===== src/rtl/dcache_refill_ctrl_pkg.sv =====
// Shared constants and state encoding for the dcache refill controller.
package dcache_refill_ctrl_pkg;

    localparam int          CACHELINE_WIDTH = 64;

    localparam logic [2:0]  SIZE_8B    = 3'b011;
    localparam logic [1:0]  BURST_INCR = 2'b01;
    localparam logic [1:0]  RESP_OKAY  = 2'b00;

    // Nine states, so the encoding needs four bits.
    typedef enum logic [3:0] {
        S_IDLE,
        S_WB_RD,
        S_WB_CAP,
        S_WB_AW_W,
        S_WB_B,
        S_RD_AR,
        S_RD_R,
        S_REFILL,
        S_DONE
    } state_e;

endpackage


===== src/rtl/dcache_refill_ctrl.sv =====
// Miss handler: evicts a dirty victim line over AXI4, then refills the missing line.
//
// state     | meaning
// ----------+-----------------------------------------------------------
// IDLE      | waiting for miss_req; latches miss/victim addresses
// WB_RD     | write_back strobe reads the victim line from the data array
// WB_CAP    | victim data captured from cacheline_old
// WB_AW_W   | AW and W issued together, each retired independently
// WB_B      | waiting for the write response
// RD_AR     | read address issued
// RD_R      | waiting for the single read beat
// REFILL    | refresh strobe writes cacheline_new into the LRU way
// DONE      | miss_done pulse
import dcache_refill_ctrl_pkg::*;

module dcache_refill_ctrl #(
    parameter int         ADDR_WIDTH = 64,
    parameter int         LINE_WIDTH = CACHELINE_WIDTH,
    parameter logic [3:0] AXI_ID     = 4'd1
) (
    input  logic                    clk,
    input  logic                    rst,
    input  logic                    miss_req,
    input  logic [ADDR_WIDTH-1:0]   miss_addr,
    input  logic                    miss_dirty,
    input  logic [ADDR_WIDTH-1:0]   victim_addr,
    output logic                    write_back,
    input  logic [LINE_WIDTH-1:0]   cacheline_old,
    output logic                    refresh,
    output logic [LINE_WIDTH-1:0]   cacheline_new,
    output logic                    miss_done,
    output logic                    bus_err,
    output logic                    awvalid,
    input  logic                    awready,
    output logic [ADDR_WIDTH-1:0]   awaddr,
    output logic [3:0]              awid,
    output logic [7:0]              awlen,
    output logic [2:0]              awsize,
    output logic [1:0]              awburst,
    output logic                    wvalid,
    input  logic                    wready,
    output logic [LINE_WIDTH-1:0]   wdata,
    output logic [LINE_WIDTH/8-1:0] wstrb,
    output logic                    wlast,
    input  logic                    bvalid,
    output logic                    bready,
    input  logic [1:0]              bresp,
    output logic                    arvalid,
    input  logic                    arready,
    output logic [ADDR_WIDTH-1:0]   araddr,
    output logic [3:0]              arid,
    output logic [7:0]              arlen,
    output logic [2:0]              arsize,
    output logic [1:0]              arburst,
    input  logic                    rvalid,
    output logic                    rready,
    input  logic [LINE_WIDTH-1:0]   rdata,
    input  logic [1:0]              rresp,
    input  logic                    rlast
);

    localparam int                    OFFSET_BITS = $clog2(LINE_WIDTH / 8);
    localparam logic [ADDR_WIDTH-1:0] ALIGN_MASK  = {ADDR_WIDTH{1'b1}} << OFFSET_BITS;

    state_e                  state, state_next;
    logic [ADDR_WIDTH-1:0]   miss_addr_r;
    logic [ADDR_WIDTH-1:0]   victim_addr_r;
    logic [LINE_WIDTH-1:0]   wdata_r;
    logic                    aw_done, w_done;
    logic                    aw_hs, w_hs;

    // Single-beat transfers: rlast carries no information here.
    logic unused_rlast;
    assign unused_rlast = rlast;

    assign awaddr  = victim_addr_r;
    assign araddr  = miss_addr_r;
    assign wdata   = wdata_r;
    assign awid    = AXI_ID;
    assign arid    = AXI_ID;
    assign awlen   = 8'd0;
    assign arlen   = 8'd0;
    assign awsize  = SIZE_8B;
    assign arsize  = SIZE_8B;
    assign awburst = BURST_INCR;
    assign arburst = BURST_INCR;
    assign wstrb   = '1;
    assign wlast   = 1'b1;

    assign aw_hs = awvalid && awready;
    assign w_hs  = wvalid && wready;

    // State register.
    always_ff @(posedge clk) begin
        if (rst) begin
            state <= S_IDLE;
        end else begin
            state <= state_next;
        end
    end

    // Next-state decode and per-state strobes/valids.
    always_comb begin
        state_next = state;
        write_back = 1'b0;
        refresh    = 1'b0;
        miss_done  = 1'b0;
        awvalid    = 1'b0;
        wvalid     = 1'b0;
        bready     = 1'b0;
        arvalid    = 1'b0;
        rready     = 1'b0;
        case (state)
            S_IDLE: begin
                if (miss_req) begin
                    state_next = miss_dirty ? S_WB_RD : S_RD_AR;
                end
            end
            S_WB_RD: begin
                write_back = 1'b1;
                state_next = S_WB_CAP;
            end
            S_WB_CAP: begin
                state_next = S_WB_AW_W;
            end
            S_WB_AW_W: begin
                awvalid = !aw_done;
                wvalid  = !w_done;
                if ((aw_done || aw_hs) && (w_done || w_hs)) begin
                    state_next = S_WB_B;
                end
            end
            S_WB_B: begin
                bready = 1'b1;
                if (bvalid) begin
                    state_next = S_RD_AR;
                end
            end
            S_RD_AR: begin
                arvalid = 1'b1;
                if (arready) begin
                    state_next = S_RD_R;
                end
            end
            S_RD_R: begin
                rready = 1'b1;
                if (rvalid) begin
                    state_next = S_REFILL;
                end
            end
            S_REFILL: begin
                refresh    = 1'b1;
                state_next = S_DONE;
            end
            S_DONE: begin
                miss_done  = 1'b1;
                state_next = S_IDLE;
            end
            default: begin
                state_next = S_IDLE;
            end
        endcase
    end

    // Address/data capture, AW/W retirement flags and sticky error flag.
    always_ff @(posedge clk) begin
        if (rst) begin
            miss_addr_r   <= '0;
            victim_addr_r <= '0;
            wdata_r       <= '0;
            cacheline_new <= '0;
            aw_done       <= 1'b0;
            w_done        <= 1'b0;
            bus_err       <= 1'b0;
        end else begin
            case (state)
                S_IDLE: begin
                    if (miss_req) begin
                        miss_addr_r   <= miss_addr & ALIGN_MASK;
                        victim_addr_r <= victim_addr & ALIGN_MASK;
                    end
                end
                S_WB_CAP: begin
                    wdata_r <= cacheline_old;
                    aw_done <= 1'b0;
                    w_done  <= 1'b0;
                end
                S_WB_AW_W: begin
                    if (aw_hs) aw_done <= 1'b1;
                    if (w_hs)  w_done  <= 1'b1;
                end
                S_WB_B: begin
                    if (bvalid && bresp != RESP_OKAY) bus_err <= 1'b1;
                end
                S_RD_R: begin
                    if (rvalid) begin
                        cacheline_new <= rdata;
                        if (rresp != RESP_OKAY) bus_err <= 1'b1;
                    end
                end
                default: begin
                end
            endcase
        end
    end

endmodule


===== config.mk =====
export PLATFORM = sky130hd
export DESIGN_NAME = dcache_refill_ctrl
export DESIGN_NICKNAME = d
export VERILOG_FILES = /design/src/rtl/dcache_refill_ctrl_pkg.sv /design/src/rtl/dcache_refill_ctrl.sv
export SDC_FILE = /design/constraint.sdc
export NUM_CORES = 1
export LEC_CHECK = 0
export BUFFER_PORTS_ARGS = -buffer_cell sky130_fd_sc_hd__buf_2
export CORE_AREA = 2 2 227 229
export CTS_CLUSTER_DIAMETER = 60
export DETAILED_ROUTE_END_ITERATION = 7
export DIE_AREA = 0 0 229 231
export PLACE_DENSITY = 0.48
export SETUP_SLACK_MARGIN = 0.2
export SYNTH_ARGS = -nofsm -noshare
export SYNTH_HDL_FRONTEND = slang
export SYNTH_SLANG_ARGS = --single-unit

===== constraint.sdc =====
create_clock -name clk -period 2.2 [get_ports clk]
set_input_delay 0.44 -clock clk [delete_from_list [all_inputs] [get_ports clk]]
set_output_delay 0.44 -clock clk [all_outputs]
set_load 0.02 [all_outputs]

## Word level (Yosys, flattened, before mapping)

Index checks and enable logic that the tools add are counted.

| storage, ports and cells | value |
|---|---|
| bits in registers | 257 |
| output and inout port bits | 308 |
| logic and storage cells | 67 |

| cells by class | value |
|---|---|
| equality and inequality tests | 17 |
| muxes and demuxes | 23 |
| reduce and logical (&&, ||, !) cells | 19 |

Operator list:

| kind | count |
|---|---|
| 4-bit case mux with 8 select lines | 1 |
| 4-bit two-way mux | 5 |
| 2-bit inequality test (second input constant) | 9 |
| 4-bit by 3-bit == test with 1-bit output (second input constant) | 4 |
| 1-bit two-way mux | 13 |
| 4-bit by 2-bit == test with 1-bit output (second input constant) | 2 |
| 2-bit AND reduction | 4 |
| 2-bit nonzero test | 4 |
| 1-bit case mux with 2 select lines | 3 |
| 5-bit AND reduction | 1 |
| 4-bit by 1-bit == test with 1-bit output (second input constant) | 1 |
| 4-bit == test (second input constant) | 1 |
| 1-bit logical AND | 4 |
| 4-bit zero test | 1 |
| 4-bit AND reduction | 1 |
| 3-bit two-way mux | 1 |
| 1-bit zero test | 2 |
| 1-bit logical OR | 2 |

## Depth between registers and ports, before layout

Gate-level depths: netlist (run 1).

| depth | value |
|---|---|
| depth in word-level cells | 7 |
| gate-level depth with buffers | 8 |
| mapped depth without buffers | 5 |

## Least setup slack after synthesis (run 1)

No wires, ideal clock.

| timing path | value |
|---|---|
| path kind | reg2reg |
| from | register state[2] |
| to | register bus_err |
| setup time | 0.057 ns |
| arrival time | 1.743 ns |
| data required time | 2.143 ns |
| setup slack | 0.400 ns |
| stages on the path, launching flop included | 7 |
| buffers on the path | 1 |
| period minus slack after synthesis | 1.800 ns |
| cells stage by stage | dfxtp_1 buf_6 or2b_2 nor3_1 o21ai_0 a21boi_0 o21ba_2 |

| on the way | value |
|---|---|
| longest elaborated chain between the ends | 3 |

Ends and longest elaborated chain:

| item | line | text |
|---|---|---|
| start, declared | dcache_refill_ctrl.sv:65 | `state_e state, state_next;` |
| start signal, assigned | dcache_refill_ctrl.sv:98 | `state <= state_next;` |
| 4-bit by 3-bit == test with 1-bit output | dcache_refill_ctrl.sv:176 | `case (state)` |
| 2-bit inequality test (no line) / 2-bit nonzero test (equally long branches) | n/a |  |
| 4-bit AND reduction (no line) | n/a |  |
| end signal, assigned | dcache_refill_ctrl.sv:174 | `bus_err <= 1'b0;` |
| end signal, assigned | dcache_refill_ctrl.sv:193 | `if (bvalid && bresp != RESP_OKAY) bus_err <= 1'b1;` |
| end signal, assigned | dcache_refill_ctrl.sv:198 | `if (rresp != RESP_OKAY) bus_err <= 1'b1;` |
| end, declared | dcache_refill_ctrl.sv:32 | `output logic bus_err,` |

Parallel ways exist; a longest one is shown, timed or not.
A chain may end at the register's enable or synchronous reset.

## Worst setup path in the final report (run 1)

| timing path | value |
|---|---|
| from | register state[2] |
| to | output miss_done |

| on the way | value |
|---|---|
| longest elaborated chain between the ends | 2 |

Ends and longest elaborated chain:

| item | line | text |
|---|---|---|
| 4-bit == test | dcache_refill_ctrl.sv:113 | `case (state)` |
| 1-bit two-way mux | dcache_refill_ctrl.sv:113 |  |
| end, declared | dcache_refill_ctrl.sv:31 | `output logic miss_done,` |

Every way passes these cells.

==> run summary, run 1 <==
STA
- **Period Utilization, post-route** 93.33%
- **Fmax achieved** 487.0 MHz
- **setup_tns** 0 ps
- **number of failing hold endpoints at the final stage** 0
- **fin crit period** 2053 ps
- **final-report setup violation count** 0
- **Final Slew Violations** 0
- **maximum clock skew at final layout** 16.28 ps
- **unrepaired setup endpoints after global routing** true

Global routing
- **Overall Global Routing Usage** 11.58%
- **largest net degree at the start of global routing** 78
- **vias in the first global route** 8862
- **first-pass GRT wire length** 49600 µm
- **antenna violations before repair** 2
- **aggregate global routing overflow** 0

Worst setup path
- **depth of the worst register-to-register path** 6
- **signal arrival time at the worst endpoint** 1610 ps
- **worst reg2reg setup slack** 380 ps
- **Worst Setup Start Kind** register
- **Setup crit end kind** primary output
- **startpoint of the most critical register-to-register path** state[2]
- **critical register-to-register path endpoint** awaddr[55]
- **data required time at the worst endpoint** 1760 ps
- **critical path fanouts, max** 5
- **start-to-end type of the worst setup path** register to primary output

Yosys
- **prevailing post-synth register cell** sky130_fd_sc_hd__dfxtp_1
- **#FFs+latches synth** 257
- **netlist area before placement** 9403 µm²
- **number of instances in the synthesized netlist** 1195
- **number of flops mapped to enable cells by yosys** 0
- **biggest area consumer among synthesized cells** sky130_fd_sc_hd__dfxtp_1
- **sequential cell area fraction in the yosys report** 54.72%
- **leading cell types by total area after synthesis** sky130_fd_sc_hd__dfxtp_1, sky130_fd_sc_hd__nand2_1, sky130_fd_sc_hd__a21oi_1, sky130_fd_sc_hd__buf_4, sky130_fd_sc_hd__clkbuf_1
- **Yosys top cell area share** 54.72%
- **Cell variety after synth** 34
- **total of warnings raised by yosys** 0
- **average cell area after synthesis** 7.868 µm²
- **ranking of synthesized cells by instance count** sky130_fd_sc_hd__nand2_1, sky130_fd_sc_hd__dfxtp_1, sky130_fd_sc_hd__a21oi_1
- **share of flip-flops with an asynchronous set or reset after synthesis** 0%
- **most instantiated library cell after synthesis** sky130_fd_sc_hd__nand2_1

Placement
- **final weighted congestion of routability-driven global placement** 0.8289
- **placed cell count** 2339
- **port bufs** 521
- **HPWL reported at the end of detailed placement** 24580 µm
- **total placed instance area** 12670 µm²

Cells and area
- **Antenna Diode Count** 0
- **post-route cell area** 13890 µm²
- **synth-to-layout area growth** 47.76%
- **count of fill cells added during filler insertion** 5665
- **Non-Filler Instances** 2401
- **net count reported at finish** 1971
- **layout cell share with drive strength beyond 1** 36.90%

Floorplanning
- **area of the core** 50680 µm²
- **DIE AREA** 52900 µm²
- **Die Width** 229 µm
- **Die Y** 231 µm
- **FP Rows** 83
- **top-level I/O count** 578
- **initial cell density of the core** 18.55%

Power
- **VDD IR max** 602.7 µV
- **Cell Pwr Density** 1140 nW/µm²
- **P_leak** 6.283 nW

Routing
- **vias** 9428
- **post-detailed-route DRC marker count** 0
- **Iter 0 DRT Violations** 344
- **post-detailed-route wirelength per cell** 13.76 µm
- **routed via count divided by cell count** 3.927
- **Initial DRT Pass Iterations** 4
- **post-route ant nets** 0
- **Post-Route WL** 33030 µm

Min path
- **Min-Delay Path Class** input port to register
- **worst hold start** cacheline_old[52]
- **instance count along the most critical hold path** 3
- **end point of the most critical hold path** wdata[52]

Clocking
- **CTS sink cnt** 257
- **clock transition at the registers of the reported paths** 60 ps
- **H-Tree Level Count** 1
- **clock tree from TritonCTS** built
- **clk_lat worst skew** 560 ps
- **CTS root buffer** sky130_fd_sc_hd__clkbuf_16
- **maximum buffer depth of the clock tree** 3
- **number of clock buffers inserted by TritonCTS** 31
- **hold-fix buffer count after cts** 0

Flow run
- **max-cap violation count** 0

Outcome
- **status** completed

## registers in the layout (all words and copies together), names as in the netlist
register       flops
cacheline_new     64
awaddr            61
wdata             64
bus_err            1
araddr            61
w_done             1
aw_done            1
state              4
## worst max-delay path by stage
stage | start | end | slack [ps]
final | state[2] | miss_done | 150
after global routing | state[2] | miss_done | 100
after CTS | state[2] | bready | 160
after detailed placement | state[3] | araddr[33] | 310
after global placement | state[3] | araddr[33] | 350
after floorplan | state[2] | bus_err | 400
## final cells by class
| class | instances | area, µm² | area share [%] |
|---|---|---|---|
| Sequential cell | 257 | 5160 | 37.14 |
| Multi-Input combinational cell | 849 | 3736 | 26.89 |
| Timing Repair Buffer | 561 | 3113 | 22.41 |
| Clock buffer | 44 | 894.6 | 6.439 |
| Tap cell | 680 | 850.8 | 6.124 |
| Clock inverter | 9 | 135.1 | 0.9726 |
| Inverter | 1 | 3.754 | 0.02702 |
## critical path: stages, from the launching register on
cell and delay (ps):
sky130_fd_sc_hd__dfxtp_4 350, sky130_fd_sc_hd__buf_4 130, sky130_fd_sc_hd__nor4b_2 320, sky130_fd_sc_hd__buf_2 250
## cells in the final DEF, fill, tap and decap left out, types with 3 or more instances in the layout
| cell | netlist | layout |
|---|---|---|
| sky130_fd_sc_hd__nand2_1 | 502 | 500 |
| sky130_fd_sc_hd__inv_6 | 0 | 3 |
| sky130_fd_sc_hd__a21oi_1 | 253 | 253 |
| sky130_fd_sc_hd__clkbuf_1 | 57 | 6 |
| sky130_fd_sc_hd__clkbuf_16 | 0 | 31 |
| sky130_fd_sc_hd__conb_1 | 2 | 49 |
| sky130_fd_sc_hd__buf_6 | 9 | 5 |
| sky130_fd_sc_hd__buf_4 | 50 | 28 |
| sky130_fd_sc_hd__buf_2 | 19 | 514 |
| sky130_fd_sc_hd__buf_12 | 0 | 13 |
| sky130_fd_sc_hd__nor3_4 | 0 | 3 |
| sky130_fd_sc_hd__o21ai_0 | 4 | 4 |
| sky130_fd_sc_hd__nor2_1 | 7 | 6 |
| sky130_fd_sc_hd__clkbuf_8 | 0 | 8 |
| sky130_fd_sc_hd__dfxtp_4 | 0 | 4 |
| sky130_fd_sc_hd__or4_1 | 3 | 3 |
| sky130_fd_sc_hd__bufinv_16 | 0 | 3 |
| sky130_fd_sc_hd__dfxtp_1 | 257 | 253 |
## per-stage QoR
step | setup WS [ps] | util (%) | hold slack [ps] | power [mW]
floorplan | 399.7 | - | 490.1 | 8.885
global route | 99.97 | 27.41 | 93.57 | 16.78
detailed placement | 305.1 | 25.00 | 441.9 | 10.68
CTS | 157.0 | 27.26 | 74.93 | 16.04
global placement | 346.9 | 25.00 | 439.2 | 10.62
finish | 146.7 | 27.41 | 108.9 | 15.84
## timing repair
item	in CTS	in global routing
buffers inserted	2	7
resized for setup	29	4
pin swaps	2	2
gates cloned	0	0
setup endpoints to repair	8	58
## cell families (layout without fill, tap and decap cells)
kind of cell           after synthesis  count (layout)  share of synthesized area (%)
AO/OA/AOI/OAI                      266             266                          14.44
buffers and inverters              136             615                          8.397
flip-flops                         257             257                          54.72
multiplexers                         1               1                         0.1198
other                                2              49                        0.07987
AND/OR/NAND/NOR                    533             533                          22.25
## layer usage
| metal | up-vias | wire length, µm | GRT usage [%] |
|---|---|---|---|
| met5 | - | 27 | 0 |
| met4 | 4 | 710 | 3.673 |
| met3 | 43 | 2604 | 3.001 |
| met2 | 338 | 16050 | 20.03 |
| met1 | 4300 | 13630 | 14.01 |
| li1 | 4743 | - | - |
## where the power goes
group	internal [mW]	total [mW]	leakage (nW)	switching [mW]
sequential	5.46	5.89	2.09	0.421
combinational	1.64	4.83	3.68	3.18
clock	3.16	5.13	0.507	1.97
Power figures use the tool's default switching activity.
==> run 2: changes to the inputs <==
- ABC_AREA: default -> 1
- PLACE_DENSITY: 0.48 -> 0.5
==> run 2 against run 1 <==
Against the previous run:
- core utilization is 1.4 points higher
- largest cell class unchanged
- area after synthesis up 8.6%
- first-iteration DRC count is 13% higher
- via count is 2.6% higher
- non-clock buffer count down 7
==> run summary, run 2 <==
Cells and area
- **Antenna Diode Count** 0, unchanged
- **net count reported at finish** 1995, was 1971
- **synth-to-layout area growth** 42.85%, was 47.76%
- **layout cell share with drive strength beyond 1** 42.16%, was 36.90%
- **most frequent cells in the layout** sky130_fd_sc_hd__buf_2, sky130_fd_sc_hd__dfxtp_1, sky130_fd_sc_hd__o21ai_0, was sky130_fd_sc_hd__buf_2, sky130_fd_sc_hd__nand2_1, sky130_fd_sc_hd__a21oi_1, sky130_fd_sc_hd__dfxtp_1, sky130_fd_sc_hd__conb_1
- **most common cell after layout, fill and taps aside** sky130_fd_sc_hd__buf_2, unchanged

Clocking
- **clk_lat worst skew** 520 ps, was 560 ps
- **maximum buffer depth of the clock tree** 3, unchanged
- **H-Tree Level Count** 2, was 1
- **number of clock buffers inserted by TritonCTS** 36, was 31
- **CTS sink cnt** 257, unchanged
- **clock transition at the registers of the reported paths** 60 ps, about the same
- **CTS root buffer** sky130_fd_sc_hd__clkbuf_16, unchanged
- **clock tree from TritonCTS** built, unchanged

Routing
- **post-detailed-route DRC marker count** 0, unchanged
- **Iter 0 DRT Violations** 390, was 344
- **Post-Route WL** 33580 µm, was 33030 µm
- **post-detailed-route wirelength per cell** 13.80 µm, was 13.76 µm
- **Initial DRT Pass Iterations** 5, was 4
- **vias** 9671, was 9428
- **routed via count divided by cell count** 3.975, was 3.927
- **post-route ant nets** 0, unchanged

STA
- **Final Slew Violations** 0, unchanged
- **Period Utilization, post-route** 87.50%, was 93.33%
- **maximum clock skew at final layout** 9.931 ps, was 16.28 ps
- **number of failing hold endpoints at the final stage** 0, unchanged
- **Fmax achieved** 519.5 MHz, was 487.0 MHz
- **unrepaired setup endpoints after global routing** true, unchanged
- **setup_tns** 0 ps, unchanged
- **Max-slew headroom** 60.25%
- **fin crit period** 1925 ps, was 2053 ps
- **final-report setup violation count** 0, unchanged
- **transition time of the tightest slew-check pin** 596.3 ps

Worst setup path
- **start-to-end type of the worst setup path** register to primary output, unchanged
- **Setup crit end kind** primary output, unchanged
- **critical path fanouts, max** 5, unchanged
- **Worst Setup Start Kind** register, unchanged
- **signal arrival time at the worst endpoint** 1480 ps, was 1610 ps
- **data required time at the worst endpoint** 1760 ps, about the same
- **worst path bufs/invs** 3, was 2
- **delay of the slowest critical-path stage** 390 ps, was 350 ps
- **Worst path top cell family by delay** flip-flops, was buffers and inverters
- **standard cell with the maximum stage delay on the critical path** sky130_fd_sc_hd__dfxtp_4, unchanged
- **cells along the critical path** inv_2, nor2_4, nand2_4, inv_8, buf_4, was buf_4, nor4b_2, buf_2

Power
- **Cell Pwr Density** 1241 nW/µm², was 1140 nW/µm²
- **P_leak** 6.581 nW, was 6.283 nW
- **overall power of the completed layout** 18.10 mW, was 15.84 mW
- **VDD IR max** 513.5 µV, was 602.7 µV

Yosys
- **share of flip-flops with an asynchronous set or reset after synthesis** 0%, unchanged
- **most instantiated library cell after synthesis** sky130_fd_sc_hd__dfxtp_1, was sky130_fd_sc_hd__nand2_1
- **number of instances in the synthesized netlist** 1222, was 1195
- **biggest area consumer among synthesized cells** sky130_fd_sc_hd__dfxtp_1, unchanged
- **netlist area before placement** 10210 µm², was 9403 µm²
- **Cell variety after synth** 28, was 34
- **post-synthesis share of cell area spent on full adders, half adders and majority gates** 0%, unchanged
- **multiplexer share of the synthesized area** 0%, was 0.1198%
- **sequential cell area fraction in the yosys report** 50.39%, was 54.72%
- **Yosys top cell area share** 50.39%, was 54.72%
- **ranking of synthesized cells by instance count** sky130_fd_sc_hd__dfxtp_1, sky130_fd_sc_hd__o21ai_0, sky130_fd_sc_hd__nor2_1, was sky130_fd_sc_hd__nand2_1, sky130_fd_sc_hd__dfxtp_1, sky130_fd_sc_hd__a21oi_1
- **prevailing post-synth register cell** sky130_fd_sc_hd__dfxtp_1, unchanged
- **#FFs+latches synth** 257, unchanged
- **total of warnings raised by yosys** 0, unchanged
- **Post-Synth XOR/XNOR Area** 0%, unchanged
- **post-synthesis simple-gate area fraction** 15.29%, was 22.25%
- **area fraction in compound gates after synthesis** 20.48%, was 14.44%
- **average cell area after synthesis** 8.356 µm², was 7.868 µm²
- **number of flops mapped to enable cells by yosys** 0, unchanged
- **leading cell types by total area after synthesis** sky130_fd_sc_hd__dfxtp_1, sky130_fd_sc_hd__o21ai_0, sky130_fd_sc_hd__a21oi_1, sky130_fd_sc_hd__nor2_1, sky130_fd_sc_hd__inv_1, was sky130_fd_sc_hd__dfxtp_1, sky130_fd_sc_hd__nand2_1, sky130_fd_sc_hd__a21oi_1, sky130_fd_sc_hd__buf_4, sky130_fd_sc_hd__clkbuf_1
- **main combinational cell family by area after synthesis** compound AO/OA/AOI/OAI gates, was simple AND/OR/NAND/NOR gates

Flow run
- **max-cap violation count** 0, unchanged

Floorplanning
- **area of the core** 50680 µm², unchanged
- **initial cell density of the core** 20.15%, was 18.55%
- **Die Y** 231 µm, unchanged
- **Die Width** 229 µm, unchanged
- **FP Rows** 83, unchanged
- **top-level I/O count** 578, unchanged
- **DIE AREA** 52900 µm², unchanged

Placement
- **HPWL reported at the end of detailed placement** 24520 µm, was 24580 µm
- **final weighted congestion of routability-driven global placement** 0.8895, was 0.8289
- **port bufs** 521, unchanged

Global routing
- **first-pass GRT wire length** 51390 µm, was 49600 µm
- **aggregate global routing overflow** 0, unchanged
- **antenna violations before repair** 4, was 2
- **vias in the first global route** 9294, was 8862
- **largest net degree at the start of global routing** 90, was 78
- **Overall Global Routing Usage** 12.13%, was 11.58%

Outcome
- **status** completed, unchanged

Min path
- **Min-Delay Path Class** input port to register, unchanged

==> run 2: worst paths after layout <==
| path | startpoint | to | slack (ps) | cells after the start |
|---|---|---|---|---|
| worst min register to register | araddr[42] | araddr[42] | 440 | 2 |
| worst min-delay path | cacheline_old[43] | wdata[43] | 160 | 3 |
| worst max register to register | state[0] | awaddr[4] | 410 | 7 |
| worst max-delay path | state[2] | rready | 280 | 5 |
==> run 2: cells by family (layout without fill, tap and decap cells) <==
kind of cell           after synthesis  after routing
buffers and inverters              275            759
other                                2             49
DFF                                257            257
AOI/OAI and AO/OA                  380            380
and+or+nand+nor                    308            308
==> run 2: per-stage QoR <==
step	setup slack (ps)	instances	hold WS (ps)	area (µm²)	utilization (%)
2_1_floorplan	528.5	1269	445.3	10390	-
3_3_place_gp	380.3	2362	429.5	13270	26.18
3_5_place_dp	370.1	2362	433.2	13270	26.18
4_1_cts	147.8	2431	109.1	14520	28.65
5_1_grt	194.1	2433	126.0	14590	28.78
6_report	275.1	2433	157.5	14590	28.78
==> run 2: worst reg2reg max path, stage by stage, from the launching register on <==
cell and delay (ps):
sky130_fd_sc_hd__dfxtp_4 370, sky130_fd_sc_hd__nor2_4 160, sky130_fd_sc_hd__buf_4 160, sky130_fd_sc_hd__nand3_4 190
sky130_fd_sc_hd__buf_12 260, sky130_fd_sc_hd__buf_4 200, sky130_fd_sc_hd__o21ai_0 280, sky130_fd_sc_hd__a21oi_1 60
==> run 2: cell type report <==
cell class                      count  area (µm²)
Clock inverter                     18       165.2
Timing Repair Buffer              554        2993
Inverter                          139       531.8
Tap cell                          680       850.8
Clock buffer                       48        1017
Multi-Input combinational cell    737        3871
Fill cell                        5568       36090
Sequential cell                   257        5157
==> run 2: timing repair <==
item                                    4_1_cts  5_1_grt
pin swaps                                     3        5
hold buffers                                  0        0
gates cloned                                  0        0
resized for setup                            17       14
endpoints found under the setup margin        7        9
setup buffers                                 3        2
==> run 2: metal layers <==
metal / GRT usage (%) / wire length, µm / vias to the layer above
met3: 4.373 / 2854 / 64
met2: 20.69 / 16150 / 356
met1: 13.90 / 13570 / 4378
met5: 0 / 28 / -
li1: - / - / 4869
met4: 4.444 / 974 / 4
==> run 2: power by group <==
part / switching [mW] / total, mW / leakage, nW / internal, mW
sequential: 0.579 / 6.39 / 2.10 / 5.81
combinational: 3.97 / 6.02 / 3.89 / 2.05
clock: 2.26 / 5.70 / 0.586 / 3.44
total: 6.81 / 18.1 / 6.58 / 11.3
